[config.mk]
export PLATFORM = sky130hd
export DESIGN_NAME = wb_arbiter
export DESIGN_NICKNAME = d
export VERILOG_FILES = /design/src/rtl/wb_arbiter_pkg.sv /design/src/rtl/wb_rr_pick.sv /design/src/rtl/wb_arbiter.sv
export SDC_FILE = /design/constraint.sdc
export NUM_CORES = 1
export LEC_CHECK = 0
export ABC_AREA = 0
export BUFFER_PORTS_ARGS = -buffer_cell sky130_fd_sc_hd__buf_4
export CAP_MARGIN = 10
export CORE_ASPECT_RATIO = 0.5
export CORE_UTILIZATION = 41
export CTS_CLUSTER_DIAMETER = 120
export CTS_CLUSTER_SIZE = 12
export DETAILED_ROUTE_END_ITERATION = 8
export PLACE_DENSITY = 0.95
export SLEW_MARGIN = 20
export SYNTH_ARGS = -nofsm -noshare
export SYNTH_HDL_FRONTEND = slang
export SYNTH_SLANG_ARGS = --single-unit
[constraint.sdc]
create_clock -name clk -period 2.95 [get_ports clk]
set_input_delay 0.4425 -clock clk [delete_from_list [all_inputs] [get_ports clk]]
set_output_delay 0.4425 -clock clk [all_outputs]
set_load 0.05 [all_outputs]
[src/rtl/wb_arbiter_pkg.sv]
// wb_arbiter_pkg: shared widths and result-source encoding for the writeback arbiter
package wb_arbiter_pkg;
  localparam int WORD = 32;
  localparam int REG_LOG = 5;
  typedef enum logic [1:0] {SRC_ALU = 2'd0, SRC_LSU = 2'd1, SRC_MDU = 2'd2} src_e;
endpackage

[src/rtl/wb_rr_pick.sv]
// wb_rr_pick: 2-way round-robin picker, req[0]=LSU, req[1]=MDU, ptr=1 favours MDU
module wb_rr_pick (
  input  logic [1:0] req,
  input  logic       ptr,
  output logic [1:0] grant,
  output logic       ptr_next
);
  always_comb begin
    grant = &req ? (ptr ? 2'b10 : 2'b01) : req;
    ptr_next = &req ? ~ptr : ptr;
  end
endmodule

[src/rtl/wb_arbiter.sv]
// wb_arbiter: ALU-priority writeback arbiter with LSU/MDU round-robin; WB_STALL_CNT_EN adds wb_stall_cnt
module wb_arbiter
  import wb_arbiter_pkg::*;
(
  input  logic               clk,
  input  logic               rst,
  input  logic               alu_valid,
  input  logic [REG_LOG-1:0] alu_rd,
  input  logic [WORD-1:0]    alu_data,
  input  logic               lsu_valid,
  input  logic [REG_LOG-1:0] lsu_rd,
  input  logic [WORD-1:0]    lsu_data,
  output logic               lsu_ready,
  input  logic               mdu_valid,
  input  logic [REG_LOG-1:0] mdu_rd,
  input  logic [WORD-1:0]    mdu_data,
  output logic               mdu_ready,
  output logic               RFWrite,
  output logic [REG_LOG-1:0] rd,
  output logic [WORD-1:0]    rd_WriteData,
  output logic               wb_idle
`ifdef WB_STALL_CNT_EN
  ,
  output logic [WORD-1:0]    wb_stall_cnt
`endif
);
  logic               ptr_q, ptr_d, rr_ptr_next, rr_en, acc;
  logic [1:0]         grant;
  src_e               acc_src;
  logic [REG_LOG-1:0] acc_rd, rd_q, rd_d;
  logic [WORD-1:0]    acc_data, data_q, data_d;
  logic               rf_write_q, rf_write_d;
  wb_rr_pick u_pick (
    .req      ({mdu_valid, lsu_valid}),
    .ptr      (ptr_q),
    .grant    (grant),
    .ptr_next (rr_ptr_next)
  );
  // The pointer only advances in ALU-free cycles, so a contended grant that is vetoed by the ALU does not count.
  always_comb begin
    rr_en = !rst && !alu_valid;
    lsu_ready = rr_en && grant[0];
    mdu_ready = rr_en && grant[1];
    acc = !rst && (alu_valid || lsu_ready || mdu_ready);
    acc_src = alu_valid ? SRC_ALU : (grant[1] ? SRC_MDU : SRC_LSU);
    acc_rd = acc_src == SRC_ALU ? alu_rd : (acc_src == SRC_MDU ? mdu_rd : lsu_rd);
    acc_data = acc_src == SRC_ALU ? alu_data : (acc_src == SRC_MDU ? mdu_data : lsu_data);
    ptr_d = rr_en ? rr_ptr_next : ptr_q;
    rf_write_d = acc && |acc_rd;
    rd_d = acc ? acc_rd : rd_q;
    data_d = acc ? acc_data : data_q;
    wb_idle = rst || !(alu_valid || lsu_valid || mdu_valid || rf_write_q);
  end
  always_ff @(posedge clk) begin
    if (rst) begin
      ptr_q <= 1'b0;
      rf_write_q <= 1'b0;
      rd_q <= '0;
      data_q <= '0;
    end else begin
      ptr_q <= ptr_d;
      rf_write_q <= rf_write_d;
      rd_q <= rd_d;
      data_q <= data_d;
    end
  end
  assign RFWrite = rf_write_q;
  assign rd = rd_q;
  assign rd_WriteData = data_q;
`ifdef WB_STALL_CNT_EN
  logic [WORD-1:0] stall_cnt_q, stall_cnt_d;
  always_comb begin
    stall_cnt_d = ((lsu_valid && !lsu_ready) || (mdu_valid && !mdu_ready)) && !(&stall_cnt_q)
                  ? stall_cnt_q + 1'b1 : stall_cnt_q;
  end
  always_ff @(posedge clk) begin
    if (rst) stall_cnt_q <= '0;
    else stall_cnt_q <= stall_cnt_d;
  end
  assign wb_stall_cnt = stall_cnt_q;
`endif
endmodule

==> metrics <==
internal power 1.00 mW; Syn. warnings 0; Cell Pwr Density approximately 490 mW/mm²; Ant. Diodes 0; Starting Density around 45%; Layout Cells excl Fill approximately 390; Syn Inst Count slightly below 200; final clock skew approximately 5.2 ps; Critical-path top delay cell or3_2; setup repair after global routing missed its margin false; port buffer count 156; drt first pass iters 9; most used cell, CP buf_4; largest net degree at the start of global routing 71; Sw Ratio approximately 34%; crit path DAT between 1500 and 2000 ps; Vias per Instance 5.97; delay-heaviest family, CP simple AND/OR/NAND/NOR gates; Seq/Total Area, Yosys 41.8%; Tightest Pin Transition 697 ps; clock share of power a little over a quarter; Slew headroom 53.5%; Die X 97.5 µm; worst skew pair latency approximately 300 ps; Area growth, synth to finish 66.5%; Net count, final 452; DRT antenna net count 0; worst-path fanout max between 40 and 50; critical path capture point type output port; clock transition at the registers of the reported paths 80 ps; most common cell after layout, fill and taps aside buf_4; switching power roughly 520 µW; Leak Pwr around 1.5 nW; Util after Layout 75.5%; Startpoint Class primary input; # setup viols final 0; Top Ports 157; Synth cell types 25; Post-CTS Hold Fix Bufs 0; die height 49.7 µm; initial antenna violation count 0; Gate power share between 30 and 40%; detailed placement HPWL between 5 and 6 mm; Placed Cells ~380; DRT iter0 DRCs between 200 and 250; Max-cap violations 0; f_max just under 0.5 GHz; CTS tree yes; H-tree levels 2; Wirelength per Cell roughly 18 µm; Setup Fix Bufs, Post-CTS 0; number of global-route vias before repair roughly 2,300; Post-Layout Inst Area 0.00311 mm²; most frequent cells in the layout 159 x buf_4, 39 x dfxtp_1, 38 x nor2_1; Final Max Tran Viols 0; syn nets 310; global-route wire length before repair between 10 and 15 mm; cell taking the most area after synthesis dfxtp_1; final hold vios 0; Placer Congestion 0.789; Cell Rows 16; Hold WC Path Type primary input to register; Final min period ~2000 ps; CORE AREA 0.00412 mm²; die area roughly 0.0048 mm²; # clock sinks 39; clk root buf clkbuf_8; global route overflow 0; Worst Path Required around 2500 ps; Max Root-Sink Buffers 2; post-synth top area share 41.8%; DRC violations left 0; TritonCTS Buffers 5; via count around 2,300; CP bufs+invs 2; CP max stage delay around 540 ps; VDD IR max roughly 0.18 mV; Setup TNS Final 0 ps; syn avg cell area around 9.6 µm²; outcome finished clean; Routed Wire Length 7.09 mm; share of cells above drive strength 1 between 50 and 60%; CP Class primary input to output port; area post-placement 0.00301 mm²; number of synthesized register bits 39; Flop pwr share 39.2%; worst-path cell chain buf_4 > or3_2 > o21bai_1 > buf_4; fin crit share about 69%; gr usage total about 29%; number of cells upsized or downsized after cts 0; synthesized area 0.00187 mm²; Area contributors post-synth dfxtp_1 42%, a222oi_1 18%, a211oi_1 10%
cells in the mapped netlist:
cell type,n
nand2b_4,1
nor2_1,38
buf_6,2
nand3b_1,1
inv_1,1
xor2_1,1
and3_1,1
buf_2,13
nand2b_2,1
a211oi_1,26
a21oi_1,4
a211oi_2,7
nor2_4,1
a222oi_1,33
a2111oi_0,1
buf_4,1
a21oi_4,1
clkbuf_1,8
a311oi_1,1
a221o_1,4
or3_1,1
o21bai_1,1
dfxtp_1,39
nor3_1,6
and2b_4,1
flip-flops by register name, summed over array words and instances, names as in the netlist:
name	flops
ptr_q	1
rd_WriteData	32
rd	5
RFWrite	1
kinds of logic (layout without fill, tap and decap cells):
logic type	Yosys count	count (layout)	synth area share [%]
xor+xnor	1	1	0.469
buf+inv	25	168	6.89
compound gates	78	78	38.2
simple gates	51	51	12.7
flops	39	39	41.8
worst paths after layout:
path	endpoint	slack (ps)	depth (start not counted)	start
setup / recovery	wb_idle	920	4	alu_valid
hold / removal	rd_WriteData[9]	460	3	mdu_data[9]
setup reg to reg	RFWrite	990	5	ptr_q
hold reg to reg	rd_WriteData[17]	500	2	rd_WriteData[17]
routing by layer:
layer,vias to the layer above,global-route usage [%],share of wire (%)
li1,1079,-,-
met1,1106,30.4,37
met2,127,54.7,54
met3,24,6.10,6.0
met4,0,15.7,3.2
met5,-,0,0
area by class of cell:
type | instances | area (µm²)
Timing Repair Buffer | 159 | 1190
Fill cell | 272 | 1010
Multi-Input combinational cell | 130 | 967
Sequential cell | 39 | 781
Clock buffer | 8 | 100
Tap cell | 54 | 67.6
Inverter | 1 | 3.75
tightest hold or removal path, cell delays in order:
cell and delay, ps:
buf_4 80, a21oi_1 50, nor3_1 150
power by group through the flow:
stage	clock [mW]	sequential (mW)	combinational [mW]
floorplan	0	0.754	0.144
global placement	0	0.604	0.495
detailed placement	0	0.606	0.510
CTS	0.408	0.595	0.513
global route	0.433	0.601	0.538
finish	0.407	0.595	0.515
per-stage QoR:
stage                     hold WS (ps)  setup WS [ps]  power, mW
after global placement             480            918       1.10
after global routing               483            847       1.57
after floorplan                    528            535      0.898
after CTS                          461            925       1.52
after detailed placement           492            765       1.12
final                              461            918       1.52
Power figures use the tool's default switching activity.
